<file path="src/rtl/mem_port_arbiter_if.sv">
// rtl/mem_port_arbiter_if.sv - fetch, load/store and memory-bus signals of the port arbiter
// master is the arbiter's view; slave is the surrounding stages and the bus.
interface mem_port_arbiter_if;
  logic        instr_req_i;
  logic [31:0] instr_addr_i;
  logic        instr_gnt_o;
  logic        instr_rvalid_o;
  logic [31:0] instr_rdata_o;
  logic        instr_err_o;

  logic        data_req_i;
  logic        data_we_i;
  logic [3:0]  data_be_i;
  logic [31:0] data_addr_i;
  logic [31:0] data_wdata_i;
  logic        data_gnt_o;
  logic        data_rvalid_o;
  logic [31:0] data_rdata_o;
  logic        data_err_o;

  logic        mem_req_o;
  logic        mem_we_o;
  logic [3:0]  mem_be_o;
  logic [31:0] mem_addr_o;
  logic [31:0] mem_wdata_o;
  logic        mem_gnt_i;
  logic        mem_rvalid_i;
  logic [31:0] mem_rdata_i;
  logic        mem_err_i;

  logic        spurious_o;

  modport master (
    input  instr_req_i, instr_addr_i,
    output instr_gnt_o, instr_rvalid_o, instr_rdata_o, instr_err_o,
    input  data_req_i, data_we_i, data_be_i, data_addr_i, data_wdata_i,
    output data_gnt_o, data_rvalid_o, data_rdata_o, data_err_o,
    output mem_req_o, mem_we_o, mem_be_o, mem_addr_o, mem_wdata_o,
    input  mem_gnt_i, mem_rvalid_i, mem_rdata_i, mem_err_i,
    output spurious_o
  );

  modport slave (
    output instr_req_i, instr_addr_i,
    input  instr_gnt_o, instr_rvalid_o, instr_rdata_o, instr_err_o,
    output data_req_i, data_we_i, data_be_i, data_addr_i, data_wdata_i,
    input  data_gnt_o, data_rvalid_o, data_rdata_o, data_err_o,
    input  mem_req_o, mem_we_o, mem_be_o, mem_addr_o, mem_wdata_o,
    output mem_gnt_i, mem_rvalid_i, mem_rdata_i, mem_err_i,
    input  spurious_o
  );
endinterface

</file>
<file path="src/rtl/mem_port_arbiter.sv">
// rtl/mem_port_arbiter.sv - shares one memory port between fetch and load/store
// Address phase is locked to its owner until granted; an ID FIFO routes in-order responses.
module mem_port_arbiter #(
  parameter int MAX_OUTST = 2
) (
  input  logic                clk,
  input  logic                rst,
  mem_port_arbiter_if.master  bus
);

  localparam int PW = (MAX_OUTST > 1) ? $clog2(MAX_OUTST) : 1;
  localparam int CW = $clog2(MAX_OUTST + 1);
  localparam logic [CW-1:0] FULL_CNT = CW'(MAX_OUTST);
  localparam logic [PW-1:0] LAST_PTR = PW'(MAX_OUTST - 1);

  localparam logic [1:0] IDLE   = 2'd0;
  localparam logic [1:0] WAIT_I = 2'd1;
  localparam logic [1:0] WAIT_D = 2'd2;

  localparam logic ID_INSTR = 1'b0;
  localparam logic ID_DATA  = 1'b1;

  logic [1:0]          state;
  logic                last_contest;
  logic                owner;
  logic                owner_req;
  logic                contested;
  logic                queue_full;
  logic                queue_empty;
  logic                issue;
  logic                grant;
  logic                pop;
  logic                head_id;
  logic [MAX_OUTST-1:0] id_q;
  logic [PW-1:0]       wptr;
  logic [PW-1:0]       rptr;
  logic [CW-1:0]       count;

  function automatic logic [PW-1:0] next_ptr(input logic [PW-1:0] p);
    if (p == LAST_PTR) begin
      next_ptr = '0;
    end else begin
      next_ptr = p + PW'(1);
    end
  endfunction

  always_comb begin
    contested = (state == IDLE) && bus.instr_req_i && bus.data_req_i;
    owner     = ID_INSTR;
    case (state)
      WAIT_I:  owner = ID_INSTR;
      WAIT_D:  owner = ID_DATA;
      default: begin
        if (contested) begin
          owner = ~last_contest;
        end else if (bus.data_req_i && !bus.instr_req_i) begin
          owner = ID_DATA;
        end else begin
          owner = ID_INSTR;
        end
      end
    endcase
  end

  // No bypass: a full queue blocks issue even when a response frees a slot this cycle.
  assign owner_req   = (owner == ID_DATA) ? bus.data_req_i : bus.instr_req_i;
  assign queue_full  = (count == FULL_CNT);
  assign queue_empty = (count == '0);
  assign issue       = owner_req && !queue_full;
  assign grant       = issue && bus.mem_gnt_i;
  assign pop         = bus.mem_rvalid_i && !queue_empty;
  assign head_id     = id_q[rptr];

  always_comb begin
    bus.mem_req_o   = issue;
    bus.mem_we_o    = 1'b0;
    bus.mem_be_o    = 4'h0;
    bus.mem_addr_o  = 32'h0;
    bus.mem_wdata_o = 32'h0;
    if (issue) begin
      if (owner == ID_DATA) begin
        bus.mem_we_o    = bus.data_we_i;
        bus.mem_be_o    = bus.data_be_i;
        bus.mem_addr_o  = bus.data_addr_i;
        bus.mem_wdata_o = bus.data_wdata_i;
      end else begin
        bus.mem_be_o    = 4'hF;
        bus.mem_addr_o  = bus.instr_addr_i;
      end
    end
  end

  assign bus.instr_gnt_o    = grant && (owner == ID_INSTR);
  assign bus.data_gnt_o     = grant && (owner == ID_DATA);
  assign bus.instr_rvalid_o = pop && (head_id == ID_INSTR);
  assign bus.data_rvalid_o  = pop && (head_id == ID_DATA);
  assign bus.instr_err_o    = pop && (head_id == ID_INSTR) && bus.mem_err_i;
  assign bus.data_err_o     = pop && (head_id == ID_DATA) && bus.mem_err_i;
  assign bus.instr_rdata_o  = bus.mem_rdata_i;
  assign bus.data_rdata_o   = bus.mem_rdata_i;
  assign bus.spurious_o     = bus.mem_rvalid_i && queue_empty;

  always_ff @(posedge clk or posedge rst) begin
    if (rst) begin
      state        <= IDLE;
      last_contest <= ID_INSTR;
    end else begin
      if (contested && issue) begin
        last_contest <= owner;
      end
      case (state)
        IDLE: begin
          if (issue && !bus.mem_gnt_i) begin
            state <= (owner == ID_DATA) ? WAIT_D : WAIT_I;
          end
        end
        WAIT_I, WAIT_D: begin
          if (grant) begin
            state <= IDLE;
          end
        end
        default: state <= IDLE;
      endcase
    end
  end

  always_ff @(posedge clk or posedge rst) begin
    if (rst) begin
      id_q  <= '0;
      wptr  <= '0;
      rptr  <= '0;
      count <= '0;
    end else begin
      if (grant) begin
        id_q[wptr] <= owner;
        wptr       <= next_ptr(wptr);
      end
      if (pop) begin
        rptr <= next_ptr(rptr);
      end
      case ({grant, pop})
        2'b10:   count <= count + CW'(1);
        2'b01:   count <= count - CW'(1);
        default: count <= count;
      endcase
    end
  end

endmodule

</file>
<file path="src/flat_wrapper.sv">
// flat-port wrapper written by rule: the top's interface ports become plain ports
module mem_port_arbiter_flat 
#(
  parameter int MAX_OUTST = 2
)
  (clk, rst, bus_instr_req_i, bus_instr_addr_i, bus_instr_gnt_o, bus_instr_rvalid_o, bus_instr_rdata_o, bus_instr_err_o, bus_data_req_i, bus_data_we_i, bus_data_be_i, bus_data_addr_i, bus_data_wdata_i, bus_data_gnt_o, bus_data_rvalid_o, bus_data_rdata_o, bus_data_err_o, bus_mem_req_o, bus_mem_we_o, bus_mem_be_o, bus_mem_addr_o, bus_mem_wdata_o, bus_mem_gnt_i, bus_mem_rvalid_i, bus_mem_rdata_i, bus_mem_err_i, bus_spurious_o);
  mem_port_arbiter_if bus_i ();
  input  logic clk;
  input  logic rst;
  input wire logic [$bits(bus_i.instr_req_i)-1:0] bus_instr_req_i;
  input wire logic [$bits(bus_i.instr_addr_i)-1:0] bus_instr_addr_i;
  output wire logic [$bits(bus_i.instr_gnt_o)-1:0] bus_instr_gnt_o;
  output wire logic [$bits(bus_i.instr_rvalid_o)-1:0] bus_instr_rvalid_o;
  output wire logic [$bits(bus_i.instr_rdata_o)-1:0] bus_instr_rdata_o;
  output wire logic [$bits(bus_i.instr_err_o)-1:0] bus_instr_err_o;
  input wire logic [$bits(bus_i.data_req_i)-1:0] bus_data_req_i;
  input wire logic [$bits(bus_i.data_we_i)-1:0] bus_data_we_i;
  input wire logic [$bits(bus_i.data_be_i)-1:0] bus_data_be_i;
  input wire logic [$bits(bus_i.data_addr_i)-1:0] bus_data_addr_i;
  input wire logic [$bits(bus_i.data_wdata_i)-1:0] bus_data_wdata_i;
  output wire logic [$bits(bus_i.data_gnt_o)-1:0] bus_data_gnt_o;
  output wire logic [$bits(bus_i.data_rvalid_o)-1:0] bus_data_rvalid_o;
  output wire logic [$bits(bus_i.data_rdata_o)-1:0] bus_data_rdata_o;
  output wire logic [$bits(bus_i.data_err_o)-1:0] bus_data_err_o;
  output wire logic [$bits(bus_i.mem_req_o)-1:0] bus_mem_req_o;
  output wire logic [$bits(bus_i.mem_we_o)-1:0] bus_mem_we_o;
  output wire logic [$bits(bus_i.mem_be_o)-1:0] bus_mem_be_o;
  output wire logic [$bits(bus_i.mem_addr_o)-1:0] bus_mem_addr_o;
  output wire logic [$bits(bus_i.mem_wdata_o)-1:0] bus_mem_wdata_o;
  input wire logic [$bits(bus_i.mem_gnt_i)-1:0] bus_mem_gnt_i;
  input wire logic [$bits(bus_i.mem_rvalid_i)-1:0] bus_mem_rvalid_i;
  input wire logic [$bits(bus_i.mem_rdata_i)-1:0] bus_mem_rdata_i;
  input wire logic [$bits(bus_i.mem_err_i)-1:0] bus_mem_err_i;
  output wire logic [$bits(bus_i.spurious_o)-1:0] bus_spurious_o;
  assign bus_i.instr_req_i = bus_instr_req_i;
  assign bus_i.instr_addr_i = bus_instr_addr_i;
  assign bus_instr_gnt_o = bus_i.instr_gnt_o;
  assign bus_instr_rvalid_o = bus_i.instr_rvalid_o;
  assign bus_instr_rdata_o = bus_i.instr_rdata_o;
  assign bus_instr_err_o = bus_i.instr_err_o;
  assign bus_i.data_req_i = bus_data_req_i;
  assign bus_i.data_we_i = bus_data_we_i;
  assign bus_i.data_be_i = bus_data_be_i;
  assign bus_i.data_addr_i = bus_data_addr_i;
  assign bus_i.data_wdata_i = bus_data_wdata_i;
  assign bus_data_gnt_o = bus_i.data_gnt_o;
  assign bus_data_rvalid_o = bus_i.data_rvalid_o;
  assign bus_data_rdata_o = bus_i.data_rdata_o;
  assign bus_data_err_o = bus_i.data_err_o;
  assign bus_mem_req_o = bus_i.mem_req_o;
  assign bus_mem_we_o = bus_i.mem_we_o;
  assign bus_mem_be_o = bus_i.mem_be_o;
  assign bus_mem_addr_o = bus_i.mem_addr_o;
  assign bus_mem_wdata_o = bus_i.mem_wdata_o;
  assign bus_i.mem_gnt_i = bus_mem_gnt_i;
  assign bus_i.mem_rvalid_i = bus_mem_rvalid_i;
  assign bus_i.mem_rdata_i = bus_mem_rdata_i;
  assign bus_i.mem_err_i = bus_mem_err_i;
  assign bus_spurious_o = bus_i.spurious_o;
  mem_port_arbiter #(.MAX_OUTST(MAX_OUTST)) u_core (.clk(clk), .rst(rst), .bus(bus_i));
endmodule
</file>
<file path="config.mk">
export PLATFORM = sky130hd
export DESIGN_NAME = mem_port_arbiter_flat
export DESIGN_NICKNAME = d
export VERILOG_FILES = /design/src/rtl/mem_port_arbiter_if.sv /design/src/rtl/mem_port_arbiter.sv /design/src/flat_wrapper.sv
export SDC_FILE = /design/constraint.sdc
export NUM_CORES = 1
export LEC_CHECK = 0
export ABC_AREA = 1
export CAP_MARGIN = 25
export CORE_AREA = 2 2 109 111
export DETAILED_ROUTE_END_ITERATION = 6
export DIE_AREA = 0 0 111 113
export PLACE_DENSITY_LB_ADDON = 0.05
export REMOVE_ABC_BUFFERS = 1
export SKIP_LAST_GASP = 1
export SYNTH_ARGS = -nofsm -noshare
export SYNTH_HDL_FRONTEND = slang
export SYNTH_SLANG_ARGS = --single-unit
export TNS_END_PERCENT = 30
</file>
<file path="constraint.sdc">
create_clock -name clk -period 2.1 [get_ports clk]
set_clock_uncertainty 0.1 [all_clocks]
set_input_delay 0.21 -clock clk [delete_from_list [all_inputs] [get_ports clk]]
set_output_delay 0.21 -clock clk [all_outputs]
set_load 0.05 [all_outputs]
</file>
==> impl_metrics.toml, run 1 <==
[clock_tree]
cts_tree = "yes"
clkTransAtPathRegs_ns = 0.04
cts_htree_levels = 1
ctsLongestPathBuffers = 2
numCtsBuffers = 3
clk_latency_ns = 0.24
clock-sinks = 9
ctsRootBufferMaster = "clkbuf_16"

[setup_path]
cp-start-kind = "flip-flop"
path_cells = "inv_2, ha_4, nand2_4, buf_6, nand2_8, buf_12, buf_12, clkbuf_16, nand2_2, nor2_4, buf_12"
path_class = "reg2out"
critPathMaxStageDelay_ns = 0.36
crit_required_ns = 1.79
endpoint_kind = "primary output"
crit_top_cell = "buf_12"
cp_num_buf_inv = 6
worstPathMaxFanout = 5
worstPathArrival_ns = 2.03
slowest_stage = "dfrtp_1"
critPathTopFamily = "buffers and inverters"

[pwr]
power_density_mw_per_mm2 = 1700
power_leakage_nw = 2.18
peakVddDrop_mv = 1.23

[detailed_routing]
dr_total_vias = 2708
drc = 0
vias_per_cell = 4.32
first_pass_iters = 4
wire_per_inst_um = 20.0
drtAntennaViolNets = 0
wl_um = 12600
drt_iter0_markers = 79

[finish]
fin_cells = 627
final_common_cell = "clkdlybuf4s50_1"
antennaDiodeCount = 0
fill_cells = 1075
drive_gt1_frac = 0.459
final_cell_mix = "clkdlybuf4s50_1 (107), nand2_1 (104), buf_12 (87)"
areaGrowthSynthToFinish_pct = 194
nNetsFinal = 627

[placement]
numPortBuffers = 184
placedCellCount = 604
hpwl_um = 9230
place_ws_ns = -0.0922
gp_congestion = 0.768

[status]
violations = "negative setup slack"
status = "complete, but fails checks"

[floorplan]
core_mm2 = 0.0113
ios = 281
rows = 39
initial_utilization = 0.165
chipHeight_um = 113
dieWidth_um = 111
dieArea_mm2 = 0.0125

[timing]
hold_violations = 0
rsz0062_at_grt = "yes"
slew_violations = 0
finalSetupViolations = 74
layout_min_cycle_time_ns = 2.34
slew_headroom = 0.748
setup_ws_ns = -0.243
worstMarginPinSlew_ns = 0.375
finalCritPeriodShare = 1.12
max_freq_mhz = 427

[global_route]
grt_pass1_wl_um = 18000
grt_max_degree = 22
overflow = 0
first_global_vias = 2814
grt_usage = 0.188
antenna_found_initial = 0

[synth]
synth_cells = 339
syn_area_mm2 = 0.00186
yosysSeqAreaShare = 0.121
syn_area_per_cell_um2 = 5.49
ys_warn_count = 0
synth-seq-cells = 9
yosysUniqueCellTypes = 20

[min_path]
hp-class = "in2async"

[flow_run]
cap_viol_max_count = 0
-- worst reg2reg max path: cells and delay by family (launching register included) --
kind	cells	cell delay, ns
buffers and inverters	4	0.56
flip-flops	1	0.36
adder cells (fa/ha/maj)	1	0.33
AND/OR/NAND/NOR	6	0.57
AO/OA/AOI/OAI	1	0.09
-- per-layer routing --
metal,vias to the layer above,track usage,share of wire
met5,-,0.0745,0.0057
met4,4,0.0150,0.0048
met3,12,0.141,0.15
met2,194,0.302,0.48
met1,1218,0.204,0.35
li1,1280,-,-
-- registers in the layout (all words and copies together), names as in the netlist --
name / flops
u_core.count: 2
u_core.id_q: 2
u_core.last_contest: 1
u_core.rptr: 1
u_core.state: 2
u_core.wptr: 1
-- where the power goes --
part           total, mW  switching, mW  internal (mW)
clock network      0.341         0.0867          0.254
logic               8.61           4.57           4.05
registers          0.317         0.0602          0.257
total               9.27           4.72           4.56
-- final cells by class --
cell class                      instances  area, um^2  area share
Sequential cell                         9         225      0.0412
Timing Repair Buffer                  223        3290       0.602
Inverter                               18        75.1      0.0137
Clock buffer                            4        78.8      0.0144
Multi-Input combinational cell        230        1620       0.296
Tap cell                              143         179      0.0327
-- kinds of logic after synthesis --
kind of cell             share of synthesized area
AND/OR/NAND/NOR                              0.400
flip-flops                                   0.121
buffers and inverters                        0.348
adder cells (fa/ha/maj)                     0.0134
AO/OA/AOI/OAI                                0.113
XOR/XNOR                                   0.00471
-- path summary, 6_finish.rpt --
check	startpoint	end	slack [ns]	cells past startpoint
setup / recovery	u_core.state[0]	bus_mem_wdata_o[11]	-0.24	11
max in group asynchronous	rst	u_core.count[1]	1.47	2
hold reg to reg	u_core.rptr	u_core.rptr	0.38	1
setup reg to reg	u_core.state[0]	u_core.count[0]	-0.01	12
hold / removal	rst	u_core.last_contest	0.15	2
min in group clk	bus_mem_rdata_i[18]	bus_instr_rdata_o[18]	0.32	0
-- through the flow --
step | power [mW] | util | TNS, ns | cell area [um^2] | hold WS (ns)
3_3_place_gp | 6.78 | 0.380 | -1.26 | 4290 | 0.321
6_report | 9.27 | 0.485 | -12.63 | 5470 | 0.155
4_1_cts | 8.97 | 0.465 | -10.80 | 5250 | 0.182
2_1_floorplan | 3.34 | - | -55.61 | 1280 | -0.0621
5_1_grt | 9.74 | 0.485 | -18.45 | 5470 | 0.221
3_5_place_dp | 6.76 | 0.380 | -3.63 | 4290 | 0.321
-- synth_stat cells --
| library cell | number | share of area |
|---|---|---|
| o211ai_2 | 1 | 0.0067 |
| nand3_4 | 1 | 0.0094 |
| xor2_1 | 1 | 0.0047 |
| nor2_1 | 49 | 0.099 |
| o21ai_0 | 2 | 0.0054 |
| dfrtp_1 | 9 | 0.12 |
| nand4_1 | 2 | 0.0067 |
| o31ai_1 | 1 | 0.0040 |
| nor2_4 | 1 | 0.0060 |
| a21oi_1 | 33 | 0.089 |
| nand3_1 | 6 | 0.016 |
| nor3_1 | 3 | 0.0081 |
| o21ai_1 | 3 | 0.0081 |
| inv_1 | 16 | 0.032 |
| nand2_2 | 2 | 0.0067 |
| buf_2 | 14 | 0.038 |
| ha_1 | 2 | 0.013 |
| nand2_1 | 123 | 0.25 |
| inv_2 | 2 | 0.0040 |
| buf_4 | 68 | 0.27 |
-- repair_timing --
item | 4_1_cts | 5_1_grt
gates resized for setup | 141 | 30
buffers inserted | 8 | 0
pin swaps | 34 | 29
setup endpoints to repair | 72 | 78
cloned | 7 | 4
hold buffers | 0 | 0
Note: power is estimated with default switching activity, not from simulation.
==> run 2: changes to the inputs <==
--- a/config.mk
+++ b/config.mk
@@ -13,6 +13,7 @@
 export PLACE_DENSITY_LB_ADDON = 0.05
 export REMOVE_ABC_BUFFERS = 1
 export SKIP_LAST_GASP = 1
+export SLEW_MARGIN = 25
 export SYNTH_ARGS = -nofsm -noshare
 export SYNTH_HDL_FRONTEND = slang
 export SYNTH_SLANG_ARGS = --single-unit
==> results of run 2 <==
Final layout, timing and power as in run 1 (identical DEF).
==> run 3: changes to the inputs <==
--- a/config.mk
+++ b/config.mk
@@ -17,4 +17,4 @@
 export SYNTH_ARGS = -nofsm -noshare
 export SYNTH_HDL_FRONTEND = slang
 export SYNTH_SLANG_ARGS = --single-unit
-export TNS_END_PERCENT = 30
+export TNS_END_PERCENT = 20
==> impl_metrics.toml, run 3 (same netlist as run 1, synthesis figures left out) <==
[global_route]
antenna_found_initial = 0
first_global_vias = 2804
overflow = 0
grt_pass1_wl_um = 18000
grt_max_degree = 22
grt_usage = 0.189

[timing]
setup_ws_ns = -0.241
tns_ns = -12.57
worstMarginPinSlew_ns = 0.375
finalCritPeriodShare = 1.11
slew_violations = 0
max_freq_mhz = 427
hold_violations = 0
slew_headroom = 0.748
layout_min_cycle_time_ns = 2.34
rsz0062_at_grt = "yes"
finalSetupViolations = 74

[setup_path]
cp-start-kind = "flip-flop"
cp_num_buf_inv = 6
cp.depth = 11
worstPathMaxFanout = 5
critPathTopFamily = "buffers and inverters"
worstPathArrival_ns = 2.03
reg2reg_depth = 12
path_class = "reg2out"
crit_required_ns = 1.79
path_cells = "inv_2, ha_4, nand2_4, buf_6, nand2_8, buf_12, buf_12, clkbuf_16, nand2_2, nor2_4, buf_12"
slowest_stage = "dfrtp_1"
critPathMaxStageDelay_ns = 0.36
endpoint_kind = "primary output"
crit_top_cell = "buf_12"

[pwr]
power_density_mw_per_mm2 = 1700
peakVddDrop_mv = 1.23
p_total_mw = 9.18
power_leakage_nw = 2.16

[clock_tree]
clk_latency_ns = 0.24
ctsRootBufferMaster = "clkbuf_16"
clkTransAtPathRegs_ns = 0.04
ctsLongestPathBuffers = 2
cts_hold_buf = 0
cts_htree_levels = 1
numCtsBuffers = 3
clock-sinks = 9
cts_tree = "yes"

[detailed_routing]
drtAntennaViolNets = 0
vias_per_cell = 4.30
drc = 0
first_pass_iters = 4
dr_total_vias = 2698
drt_iter0_markers = 97
wire_per_inst_um = 19.8
wl_um = 12400

[finish]
design_area_mm2 = 0.00541
fill_cells = 1080
drive_gt1_frac = 0.448
reg.largest.list = "u_core.count: 2 flops, u_core.id_q: 2 flops, u_core.state: 2 flops"
seqCellArea_um2 = 225
final_common_cell = "nand2_1"
fin_util = 0.480
antennaDiodeCount = 0
final_cell_mix = "nand2_1 (108), clkdlybuf4s50_1 (107), buf_12 (87)"
areaGrowthSynthToFinish_pct = 191
nNetsFinal = 627
multiInputGateArea_mm2 = 0.00156

[floorplan]
dieArea_mm2 = 0.0125
chipHeight_um = 113
dieWidth_um = 111
ios = 281
initial_utilization = 0.165
core_mm2 = 0.0113
rows = 39

[status]
status = "complete, but fails checks"
violations = "negative setup slack"

[placement]
numPortBuffers = 184
hpwl_um = 9230
place_area_mm2 = 0.00429
gp_congestion = 0.768

[min_path]
hp-class = "in2async"

[flow_run]
cap_viol_max_count = 0
## run 3: cell types whose count changed in the layout (fill, tap and decap cells not counted)
cell / previous run / this run
nor2_2: 15 / 16
nand2_1: 104 / 108
nand2_2: 15 / 13
a21oi_2: 11 / 14
a21oi_4: 21 / 18
nand2_4: 5 / 3
nor2_4: 26 / 24
nor2_1: 9 / 10
## run 3: through the flow
stage,hold slack (ns),worst slack (ns),std cells
2_1_floorplan,-0.0621,-1.03,257
3_3_place_gp,0.321,-0.0674,604
3_5_place_dp,0.321,-0.0922,604
4_1_cts,0.182,-0.186,623
5_1_grt,0.221,-0.306,627
6_report,0.154,-0.241,627
## run 3: layout make-up
cell class                 instances  area share
inverter                          18      0.0139
clock buffer                       4      0.0146
tap                              143      0.0331
multi-input combinational        230       0.288
sequential                         9      0.0416
timing repair buffer             223       0.608
## run 3: path summary, 6_finish.rpt
kind,start,end,slack (ns)
min in group clk,bus_mem_rdata_i[18],bus_instr_rdata_o[18],0.32
min reg2reg,u_core.rptr,u_core.rptr,0.38
min,rst,u_core.last_contest,0.15
max reg2reg,u_core.state[0],u_core.count[0],-0.01
max,u_core.state[0],bus_mem_wdata_o[11],-0.24
max in group asynchronous,rst,u_core.count[1],1.47
## run 3: timing repair
item,in CTS,in global routing
setup buffers,8,0
pin swaps,30,25
setup endpoints to repair,72,78
resized for setup,140,19
cloned,7,4
## run 3: where the power goes
part           switching, mW  internal [mW]  leakage, nW  total (mW)
combinational           4.51           4.02         2.01        8.53
sequential            0.0604          0.257        0.112       0.317
clock                 0.0866          0.254       0.0382       0.341
## run 3: per-layer routing
metal / share of wire / GRT usage / vias to the layer above / wire length [um]
met1: 0.35 / 0.204 / 1214 / 4390
met3: 0.16 / 0.141 / 14 / 1930
met2: 0.48 / 0.303 / 189 / 5940
li1: - / - / 1277 / -
met4: 0.0056 / 0.0150 / 4 / 70
met5: 0.0057 / 0.0745 / - / 71
